## src/rtl/pc_fetch.sv

```systemverilog
// Program counter and instruction fetch unit for the picoMIPS core.
// Fetches one word over req/ack and presents it to decode over valid/ready.
//
// state | meaning
// IDLE  | reset / one settling cycle before the first fetch
// FETCH | imem_req high at address pc, waiting for imem_ack
// HOLD  | instr valid at pc, waiting for instr_ready to retire it
module pc_fetch #(
   parameter int PSIZE = 6,
   parameter int ISIZE = 20,
   parameter int OFF_W = 8
) (
   input  logic             clk,
   input  logic             reset,
   input  logic             pc_incr,
   input  logic             pc_relbranch,
   input  logic [OFF_W-1:0] branch_offset,
   output logic             imem_req,
   output logic [PSIZE-1:0] imem_addr,
   input  logic             imem_ack,
   input  logic [ISIZE-1:0] imem_rdata,
   output logic [ISIZE-1:0] instr,
   output logic             instr_valid,
   input  logic             instr_ready,
   output logic [PSIZE-1:0] pc
);

   typedef enum logic [1:0] {
      IDLE  = 2'd0,
      FETCH = 2'd1,
      HOLD  = 2'd2
   } state_t;

   localparam int EXT_W = (OFF_W > PSIZE) ? OFF_W : PSIZE;

   state_t           state;
   logic [EXT_W-1:0] off_ext;
   logic [PSIZE-1:0] pc_next;

   // Relative branch wraps modulo 2^PSIZE in both directions.
   assign off_ext = EXT_W'($signed(branch_offset));

   always_comb begin
      pc_next = pc;
      if (pc_relbranch)
         pc_next = PSIZE'(EXT_W'(pc) + off_ext);
      else if (pc_incr)
         pc_next = pc + PSIZE'(1);
   end

   assign imem_addr = pc;

   always_ff @(posedge clk or posedge reset) begin
      if (reset) begin
         state       <= IDLE;
         pc          <= '0;
         instr       <= '0;
         imem_req    <= 1'b0;
         instr_valid <= 1'b0;
      end else begin
         case (state)
            IDLE: begin
               state    <= FETCH;
               imem_req <= 1'b1;
            end
            FETCH: begin
               if (imem_ack) begin
                  instr       <= imem_rdata;
                  state       <= HOLD;
                  imem_req    <= 1'b0;
                  instr_valid <= 1'b1;
               end
            end
            HOLD: begin
               if (instr_ready) begin
                  pc          <= pc_next;
                  state       <= FETCH;
                  instr_valid <= 1'b0;
                  imem_req    <= 1'b1;
               end
            end
            default: begin
               state       <= IDLE;
               imem_req    <= 1'b0;
               instr_valid <= 1'b0;
            end
         endcase
      end
   end

endmodule

```

## config.mk

```make
export PLATFORM = sky130hd
export DESIGN_NAME = pc_fetch
export DESIGN_NICKNAME = d
export VERILOG_FILES = /design/src/rtl/pc_fetch.sv
export SDC_FILE = /design/constraint.sdc
export NUM_CORES = 1
export LEC_CHECK = 0
export ABC_AREA = 1
export BUFFER_PORTS_ARGS = -buffer_cell sky130_fd_sc_hd__buf_2
export CAP_MARGIN = 20
export CORE_MARGIN = 2
export CORE_UTILIZATION = 43
export CTS_BUF_LIST = sky130_fd_sc_hd__clkbuf_8
export DETAILED_ROUTE_END_ITERATION = 8
export PLACE_DENSITY_LB_ADDON = 0.08
export SLEW_MARGIN = 10
export SYNTH_ARGS = -nofsm -noshare
export SYNTH_HDL_FRONTEND = slang
export SYNTH_SLANG_ARGS = --single-unit
export TNS_END_PERCENT = 50
```

## constraint.sdc

```tcl
create_clock -name clk -period 1.5 [get_ports clk]
set_input_delay 0.3 -clock clk [delete_from_list [all_inputs] [get_ports clk]]
set_output_delay 0.3 -clock clk [all_outputs]
set_load 0.005 [all_outputs]
```

---- Word-level counts from Yosys, hierarchy flattened ----
Cells that the tools add are included.
cells by class
  add/subtract/negate cells ............... 2
  multiply operators ...................... 0
  divide/modulo/power cells ............... 0
  order comparisons ....................... 0
  equal/unequal tests ..................... 4
  shift operators ......................... 0
  muxes and demuxes ....................... 11
  bitwise logic cells ..................... 1
  reductions and logical operators ........ 6
operators by type and width
  cell                 number
  $mux 6               2
  $add 6x1->6 const B  1
  $add 6x6->6          1
  $pmux 1 s3           2
  $pmux 2 s3           1
  $reduce_and 3->1     2
  $mux 1               4
  $mux 2               2
  $ne 2x2->1 const B   2
  $reduce_and 2->1     2
  $eq 2x1->1 const B   1
  $eq 2x2->1 const B   1
  $logic_not 2->1      1
  $reduce_bool 2->1    1
  $not 1->1            1
storage, ports and cells
  flip-flop bits (word level) ............. 30
  bits in latches ......................... 0
  bits in writable memories ............... 0
  bits in read-only memories .............. 0
  input bits .............................. 34
  output and inout port bits .............. 34
  word-level logic and storage cells ...... 29
  memories kept ........................... 0

---- Depth between registers and ports, before layout ----
Gate-level depths: netlist of the first run.
  depth after elaboration ................. 3
  gate-level depth with buffers ........... 11

---- Worst setup path after synthesis of the first run ----
OpenSTA, ideal clock, no wires.
  kind .................................... input to register
  start ................................... input pc_relbranch
  end ..................................... register pc[4], in the netlist imem_addr[4]
  data arrival time ....................... 1.422 ns
  path slack .............................. -0.038 ns
  stages .................................. 9
  cells stage by stage .................... buf_4 nand2_1 ha_1 fa_1 nand3_1 nand2_1 xor2_1 nand2_1 nand2_1
between the ends
  cells in the longest elaborated chain, start to end .. 2
ends and longest elaborated chain
  what                                line  text
  start: declaration                  16    input logic pc_relbranch,
  $reduce_bool 2->1 (no source line)  -
  $reduce_and 3->1 (no source line)   -
  end signal: assignment              76    pc <= pc_next;
  end: declaration                    25    output logic [PSIZE-1:0] pc
Several ways; a longest one is shown, not always the timed one.
A chain may end at the register's enable or synchronous reset.

---- Final worst setup path of the first run ----
  start ................................... register pc[0], in the netlist imem_addr[0]
  end ..................................... register pc[4], in the netlist imem_addr[4]
between the ends
  cells in the longest elaborated chain, start to end .. 3
ends and longest elaborated chain
  what         line  text
  $add 6x1->6  48    pc_next = pc + PSIZE'(1);
  $mux 6       47    else if (pc_incr)
  $mux 6 *     45    if (pc_relbranch)
Every way passes the cells marked *; elsewhere a longest branch is shown, timed or not. The select of a mux whose other input is x is not followed.

==> qor.yml, run 1 <==
ys_types: 20
rows: 21
synthCells: 135
ctsHoldBuffers: 0
grtUsageTotal: 0.168
core_um2: 3340
vias: 1171
relSlewSlack: 0.758
cp_slowest_cell: "dfrtp_1"
setup_ws_ps: 77.0
worstMarginPinSlew_ps: 363
clock-sinks: 29
nets: 247
max-cap-violations: 0
cts_root_buffer: "clkbuf_8"
period_minus_slack_ps: 1420
wire_per_inst_um: 11.9
die_area_um2: 3960
worst_clock_skew_ps: 7.95
slowest_delay_ps: 380
crit_chain: "ha_2 > fa_2 > nand3_1 > nand2_1 > xor2_1 > nand2_1 > nand2_1"
power_density_nw_per_um2: 1990
critPathCaptureType: "flip-flop"
hold_path_class: "in2async"
setup_violations: 0
grt-ovfl-total: 0
final_common_cell: "buf_2"
layout-drive-gt1-share: 0.514
dp_hpwl_mm: 2.31
postSynthAreaPerCell_um2: 11.1
cp_data_required_time_ps: 1680
final_cell_area_um2: 1990
via_per_inst: 4.61
ant_nets: 0
wl_mm: 3.02
dp.cells: 245
first_global_vias: 1144
cts_buffers: 5
status: "complete, no violations"
drt-initial-drc-count: 58
insertedDiodeCount: 0
start_util: 0.447
netlist_area_um2: 1490
fin_setup_tns_ps: 0
hold_viol_final: 0
die_h_um: 62.9
dpl_cell_area_um2: 1880
instances_no_fill: 254
die_w_um: 62.9
final_util: 0.595
gp_congestion: 0.796
antenna_found_initial: 0
fmax_ghz: 0.703
critical_path_class: "reg2reg"
areaGrowthSynthToFinish_pct: 33.1
dp_worst_setup_slack_ps: -79.5
synth_fp_nets: 175
drc: 0
cp-start-kind: "flip-flop"
grt_max_degree: 30
report.final.slew_viol_count: 0
max-clock-path-buffers: 2
ys_ff_latch: 29
finalCritPeriodShare: 0.949
vdd_drop_max_mv: 0.817
yosysSeqAreaShare: 0.486
synth_warnings: 0
clk_latency_ps: 280
critical_path.max_fanout: 2
cts_htree_levels: 2
p_leak_nw: 1.17
layout_common_cells: "buf_2 (65), nand2_1 (36), dfrtp_1 (29)"
grt_pass1_wl_mm: 5.10
io_pins: 68
portBuffers: 65
dr.pass1.iters: 2
tritoncts: "built"
path_common_cell: "nand2_1"
arrival_ps: 1600
clk_pin_slew_ps: 70
worst-r2r-cell-count: 7
==> report_power, final <==
part           total [W]  switching [W]  internal, W
Sequential       0.00145       0.000268      0.00118
Clock           0.000713       0.000299     0.000414
Combinational    0.00179       0.000730      0.00106
Total            0.00395        0.00130      0.00266
==> state kept, by name, summed over array words and instances, names as in the netlist <==
signal and count:
instr 20, imem_addr 6, imem_req 1, instr_valid 1, state 1
==> cells by family (layout without fill, tap and decap cells) <==
family,after synthesis,in the layout,synth area share
AO/OA/AOI/OAI,6,6,0.0218
XOR/XNOR,2,2,0.0117
adder cells (fa/ha/maj),6,6,0.0553
buffers and inverters,25,98,0.0905
flip-flops,29,29,0.486
multiplexers,20,20,0.196
AND/OR/NAND/NOR,47,47,0.138
==> routing by layer <==
metal,global-route usage,vias to the layer above,routed length (µm)
li1,-,571,-
met1,0.192,557,1150
met2,0.282,37,1600
met3,0.0595,6,209
met4,0.0750,0,58
met5,0,-,0
==> cell type report <==
cell class / count / area, µm²
timing repair buffer: 74 / 405
multi-input combinational: 81 / 637
inverter: 16 / 60.1
clock buffer: 7 / 96.3
fill: 332 / 1350
tap: 46 / 57.6
sequential: 29 / 726
clock inverter: 1 / 5.00
==> path summary, 6_finish.rpt <==
check | startpoint | end | slack (ps)
setup / recovery | imem_addr[0] | imem_addr[4] | 80
hold / removal | reset | imem_addr[5] | 70
setup reg to reg | imem_addr[0] | imem_addr[4] | 80
hold reg to reg | instr_valid | instr_valid | 470
max in group asynchronous | reset | imem_addr[1] | 1160
min in group clk | imem_rdata[13] | instr[13] | 250
==> metrics by stage <==
stage / hold slack, ps / power (W)
after detailed placement: 391 / 0.00326
after floorplan: 378 / 0.00262
after CTS: 82.1 / 0.00399
final: 70.4 / 0.00395
after global routing: 107 / 0.00425
after global placement: 387 / 0.00318
==> cell usage after synthesis, drive strengths merged <==
cell type | instances | area [µm²]
nand3 | 7 | 40.0
nand2 | 36 | 135
xnor2 | 1 | 8.76
o211ai | 1 | 7.51
a21oi | 3 | 15.0
nor3 | 1 | 16.3
fa | 1 | 20.0
inv | 16 | 60.1
buf | 9 | 75.1
xor2 | 1 | 8.76
nor2 | 2 | 7.51
dfrtp | 29 | 726
nand3b | 1 | 7.51
o21ai | 2 | 10.0
mux2 | 20 | 293
ha | 5 | 62.6
==> what timing repair did <==
item / CTS / global route
endpoints found under the hold margin: 0 / 0
setup endpoints to repair: 0 / 2
buffers inserted: 0 / 1
gates resized for setup: 0 / 1
==> worst max-delay path: cells and delay by family (launching register included) <==
kind	cells	cell delay [ps]
fa+ha+maj	2	540
flops	1	380
simple gates	4	260
xor+xnor	1	140
Note: power is estimated with default switching activity, not from simulation.
==> run 2, diff against run 1 <==
--- a/config.mk
+++ b/config.mk
@@ -9,8 +9,9 @@
 export BUFFER_PORTS_ARGS = -buffer_cell sky130_fd_sc_hd__buf_2
 export CAP_MARGIN = 20
 export CORE_MARGIN = 2
-export CORE_UTILIZATION = 43
+export CORE_UTILIZATION = 29
 export CTS_BUF_LIST = sky130_fd_sc_hd__clkbuf_8
+export CTS_CLUSTER_SIZE = 8
 export DETAILED_ROUTE_END_ITERATION = 8
 export PLACE_DENSITY_LB_ADDON = 0.08
 export SLEW_MARGIN = 10
==> run 2 against run 1 <==
Net effect: setup slack improved by 2.1 ps; via count decreased by 4.7%; sequential share of layout area increased by 0.092 points; hold slack got worse by 30 ps; core utilization decreased by 20 points; wire length increased by 1.2%; critical path depth unchanged; flip-flop and latch count unchanged; clock power decreased by 19%; clock-buffer cell count decreased by 2.
==> qor.yml, run 2 (synthesis gave the netlist of run 1 again) <==
period_minus_slack_ps: 1420  # -2.09 ps
clk_pin_slew_ps: 70  # about the same
whs_ps: 40.0  # -30.5 ps
areaGrowthSynthToFinish_pct: 32.8
final_util: 0.393  # -0.202
dr.pass1.iters: 4  # +2
drc: 0  # unchanged
grt_pass1_wl_mm: 4.78  # -6.2%
grt-ovfl-total: 0  # unchanged
gp_congestion: 0.779  # -2.1%
die_area_um2: 5740  # +45%
vdd_drop_max_mv: 0.769  # -5.9%
hold_path_class: "in2async"
seqCellArea_um2: 726  # unchanged
power_density_nw_per_um2: 1910  # -3.9%
io_pins: 68  # unchanged
worstMarginPinSlew_ps: 264  # -99.4 ps
first_global_vias: 1002  # -12%
relSlewSlack: 0.823  # +0.0657
worst_clock_skew_ps: 11.0  # +3.02 ps
die_h_um: 75.7  # +20%
cts_htree_levels: 2  # unchanged
fill_cells: 522  # +57%
tritoncts: "built"
nets: 246  # -0.40%
core_um2: 5040  # +51%
cp-start-kind: "flip-flop"
status: "complete, no violations"
critical_path.max_fanout: 2  # unchanged
cts_buffers: 5  # unchanged
fmax_ghz: 0.704  # +0.15%
vias: 1116  # -4.7%
setup_ws_ps: 79.1  # +2.09 ps
wire_per_inst_um: 11.1  # -6.5%
critPathCaptureType: "flip-flop"
dp_hpwl_mm: 2.33  # +0.60%
antenna_found_initial: 0  # unchanged
hold_viol_final: 0  # unchanged
die_w_um: 75.7  # +20%
grtUsageTotal: 0.115  # -0.0529
dp_worst_setup_slack_ps: -77.6  # +1.92 ps
largest-register: "instr"
worst-r2r-cell-count: 7  # unchanged
setup_violations: 0  # unchanged
arrival_ps: 1590  # about the same
r2r_start: "imem_addr[0]"
cts_setup_buffers: 0  # unchanged
rows: 26  # +24%
via_per_inst: 4.06  # -12%
portBuffers: 65  # unchanged
p_leak_nw: 1.15  # -1.6%
r2r-end: "imem_addr[4]"
clk_latency_ps: 280  # about the same
grt_max_degree: 23  # -23%
r2r_slack_ps: 80  # about the same
start_util: 0.296  # -0.151
drt-initial-drc-count: 29  # -50%
report.final.slew_viol_count: 0  # unchanged
max-clock-path-buffers: 2  # unchanged
max-cap-violations: 0  # unchanged
cts_root_buffer: "clkbuf_8"
clock-sinks: 29  # unchanged
largest_reg_flops: 20  # unchanged
finalCritPeriodShare: 0.947  # -0.00140
cp_data_required_time_ps: 1670  # about the same
critical_path_class: "reg2reg"
wl_mm: 3.06  # +1.2%
layout-drive-gt1-share: 0.507  # -0.00711
layout_common_cells: "buf_2 (65), nand2_1 (36), dfrtp_1 (29)"
ant_nets: 0  # unchanged
multi_input_area_um2: 637  # unchanged
insertedDiodeCount: 0  # unchanged
final_common_cell: "buf_2"
run 2: where the power goes:
part	internal [W]	switching, W	leakage, nW	total (W)
combinational	0.00105	0.000719	0.762	0.00177
clock	0.000304	0.000272	0.0399	0.000576
sequential	0.00118	0.000260	0.348	0.00144
run 2: per-layer routing:
| metal | up-vias | part of all wire | global-route usage |
|---|---|---|---|
| met5 | - | 0 | 0 |
| li1 | 564 | - | - |
| met2 | 37 | 0.50 | 0.180 |
| met4 | 0 | 0.019 | 0.0585 |
| met1 | 509 | 0.41 | 0.135 |
| met3 | 6 | 0.075 | 0.0489 |
run 2: worst max path at each step:
stage                   endpoint  slack (ps)         start  cells after the start
finish              imem_addr[4]          80  imem_addr[0]                      7
global route        imem_addr[4]         -10  imem_addr[0]                      7
CTS                 imem_addr[4]          50  imem_addr[0]                      7
detailed placement  imem_addr[4]         -80  pc_relbranch                      9
global placement    imem_addr[4]         -70  pc_relbranch                      9
floorplan           imem_addr[4]          10  pc_relbranch                      9
run 2: cell type report:
class	count	area share
inverter	16	0.0303
tap	70	0.0442
multi-input combinational	81	0.321
timing repair buffer	73	0.201
clock buffer	5	0.0347
sequential	29	0.366
clock inverter	1	0.00253
run 2: through the flow:
stage	area (µm²)	cells	setup TNS, ps	total power [W]
floorplan	1500	135	0	0.00262
global placement	1910	269	-111	0.00321
detailed placement	1910	269	-142	0.00324
CTS	1980	275	0	0.00386
global route	1980	275	-11.4	0.00414
finish	1980	275	0	0.00379
run 2: worst max-delay path, stage by stage, from the launching register on:
cell	delay, ps
dfrtp_1	380
ha_2	200
fa_2	340
nand3_1	90
nand2_1	70
xor2_1	140
nand2_1	50
nand2_1	40
run 2: repair_timing:
item | in CTS | in global routing
hold buffers | 0 | 0
resized for setup | 0 | 1
setup endpoints to repair | 0 | 1
endpoints found under the hold margin | 0 | 0
==> run 3, diff against run 2 <==
--- a/config.mk
+++ b/config.mk
@@ -5,7 +5,7 @@
 export SDC_FILE = /design/constraint.sdc
 export NUM_CORES = 1
 export LEC_CHECK = 0
-export ABC_AREA = 1
+export ABC_AREA = 0
 export BUFFER_PORTS_ARGS = -buffer_cell sky130_fd_sc_hd__buf_2
 export CAP_MARGIN = 20
 export CORE_MARGIN = 2
==> run 3 against run 2 <==
Net effect: the flow now finishes with violations (setup timing); critical path depth down 1; non-clock buffer count up 12; final cell count down 13%; sequential power about the same; global-route usage up 0.55 points; design area up 1.7%; clock power up 22%.
==> qor.yml, run 3 <==
dp_worst_setup_slack_ps: -374  # -297 ps
synth_fp_nets: 142  # -19%
rows: 24  # -7.7%
grt_max_degree: 30  # +30%
setup_violations: 2  # +2
p_leak_nw: 0.989  # -14%
wl_met3_um: 257  # +12%
p_switching_w: 0.00121  # -3.2%
wire_per_inst_um: 12.1  # +9.2%
io_pins: 68  # unchanged
fmax_ghz: 0.595  # -16%
layout-drive-gt1-share: 0.572  # +0.0649
clock-sinks: 29  # unchanged
start_util: 0.305  # +0.00943
areaGrowthSynthToFinish_pct: 48.5
tritoncts: "built"
portBuffers: 65  # unchanged
gp_congestion: 0.787  # +1.1%
grt_pass1_wl_mm: 4.81  # +0.59%
yosysSeqAreaShare: 0.535  # +0.0484
max-clock-path-buffers: 2  # unchanged
worst-r2r-cell-count: 6  # -1
r2r_start: "imem_addr[0]"
cp-start-kind: "flip-flop"
yosys.area_share.adder: 0.0608  # +0.00551
max-cap-violations: 0  # unchanged
status: "complete, but fails checks"
hold_viol_final: 0  # unchanged
fill_cells: 440  # -16%
drt-initial-drc-count: 6  # -79%
synthMuxAreaShare: 0.206  # +0.0103
final_util: 0.454  # +0.0605
cts_buffers: 5  # unchanged
setup_ws_ps: -182  # -261 ps
critical_path_class: "reg2reg"
power_frac_seq: 0.372  # -0.008
clkPwrFrac: 0.183  # +0.031
report.final.slew_viol_count: 0  # unchanged
yosysTopAreaCellShare: 0.535  # +0.0484
violations: "setup timing"
synthXorXnorAreaFrac: 0.0258  # +0.0141
antenna_found_initial: 0  # unchanged
drt-met1-wl_mm: 1.23  # -1.8%
synthCells: 102  # -24%
relSlewSlack: 0.749  # -0.0748
nets: 226  # -8.1%
grt-ovfl-total: 0  # unchanged
first_global_vias: 1083  # +8.1%
dp_hpwl_mm: 2.25  # -3.5%
insertedDiodeCount: 0  # unchanged
hold_path_class: "in2async"
highest_layer: "met4"
layout_common_cells: "buf_2 (65), dfrtp_1 (28), mux2_1 (22)"
dr.pass1.iters: 2  # -2
clk_pin_slew_ps: 60  # about the same
die_w_um: 72.4  # -4.4%
clk_latency_ps: 280  # about the same
p_sw_frac: 0.315  # -0.0150
yosys.area_share.simple: 0.0756  # -0.0627
vias: 1085  # -2.8%
synth-edff-count: 0  # unchanged
synth_warnings: 0  # unchanged
netlist_area_um2: 1360  # -9.1%
r2r_slack_ps: -180  # -260 ps
p_int_w: 0.00263  # +3.6%
synth_compound_area_frac: 0.0535  # +0.0317
synth_most_common_cell: "dfrtp_1"
critPathCaptureType: "flip-flop"
critical_path.max_fanout: 2  # unchanged
drc: 0  # unchanged
rsz0062_at_grt: "true"
die_area_um2: 5240  # -8.6%
synthFlopType: "dfrtp_1"
yosys-top-cells-count: "dfrtp_1 (29), mux2_1 (22), buf_4 (6), and2_1 (5), ha_1 (5)"
synth-async-reset-ratio: 1.00  # unchanged
comb_power_share: 0.445  # -0.023
worstMarginPinSlew_ps: 377  # +113 ps
wl_mm: 2.90  # -5.1%
ant_nets: 0  # unchanged
grtUsageTotal: 0.121  # +0.00549
vdd_drop_max_mv: 0.874  # +14%
via_per_inst: 4.54  # +12%
synth_top_family_by_area: "multiplexers"
postSynthAreaPerCell_um2: 13.3  # +20%
largest_reg_flops: 20  # unchanged
total_power_w: 0.00384  # +1.4%
ys_ff_latch: 29  # unchanged
worst_clock_skew_ps: 4.90  # -6.07 ps
largest-register: "instr"
cts_htree_levels: 2  # unchanged
cts_root_buffer: "clkbuf_8"
power_density_nw_per_um2: 1910  # -0.34%
ys_types: 25  # +25%
yosys.area.top_type: "dfrtp_1"
synth_area_leaders: "dfrtp_1 (53%), mux2_1 (18%), ha_1 (4.6%)"
whs_ps: 84.2  # +44.2 ps
r2r-end: "imem_addr[4]"
core_um2: 4440  # -12%
final_common_cell: "buf_2"
arrival_ps: 1850  # +260 ps
instances_no_fill: 239  # -13%
cp_data_required_time_ps: 1660  # about the same
wl_met2_mm: 1.38  # -8.7%
period_minus_slack_ps: 1680  # +261 ps
dp.cells: 230  # -14%
finalCritPeriodShare: 1.12  # +0.174
die_h_um: 72.4  # -4.4%
## run 3: power by group through the flow
| stage | clock (W) | sequential (W) | combinational, W |
|---|---|---|---|
| 2_1_floorplan | 0 | 0.00149 | 0.000853 |
| 3_3_place_gp | 0 | 0.00141 | 0.00167 |
| 3_5_place_dp | 0 | 0.00143 | 0.00169 |
| 4_1_cts | 0.000746 | 0.00142 | 0.00171 |
| 5_1_grt | 0.000784 | 0.00150 | 0.00191 |
| 6_report | 0.000702 | 0.00143 | 0.00171 |
## run 3: area by class of cell
class,count,area [µm²],area share
clock buffer,7,96.3,0.0478
clock inverter,1,5.00,0.00248
inverter,1,3.75,0.00186
multi-input combinational,64,643,0.319
sequential,29,727,0.361
tap,52,65.1,0.0323
timing repair buffer,85,475,0.236
## run 3: critical path, stage by stage, from the launching register on
cell	delay (ps)
dfrtp_1	400
ha_4	180
fa_2	360
a21o_1	180
a21oi_2	130
xnor2_1	80
mux2_4	250
## run 3: cell families (layout without fill, tap and decap cells)
family / after synthesis / in the layout
AND/OR/NAND/NOR: 18 / 18
multiplexers: 25 / 25
flip-flops: 29 / 29
AO/OA/AOI/OAI: 11 / 11
buffers and inverters: 9 / 94
XOR/XNOR: 4 / 4
adder cells (fa/ha/maj): 6 / 6
## run 3: metal layers
metal  up-vias  GRT usage
met1       522      0.146
met5         -          0
met4         0     0.0556
met2        43      0.193
li1        515          -
met3         5     0.0444
## run 3: what timing repair did
action | CTS | global route
setup endpoints to repair | 3 | 3
buffers inserted | 1 | 0
gates resized for setup | 0 | 5
pin swaps | 1 | 4
hold buffers | 0 | 0
endpoints found under the hold margin | 0 | 0
## run 3: how the worst max path moves through the flow
stage                       from            to  slack (ps)  cells past startpoint
floorplan           imem_addr[0]  imem_addr[4]        -180                      6
global placement    pc_relbranch  imem_addr[5]        -340                      8
detailed placement  pc_relbranch  imem_addr[5]        -370                      8
CTS                 imem_addr[0]  imem_addr[4]        -190                      6
global route        imem_addr[0]  imem_addr[4]        -250                      6
finish              imem_addr[0]  imem_addr[4]        -180                      6
## run 3: through the flow
stage	area, µm²	setup TNS (ps)
after floorplan	1390	-345
after CTS	1970	-368
after global placement	1870	-948
final	2020	-232
after global routing	2020	-382
after detailed placement	1870	-1050
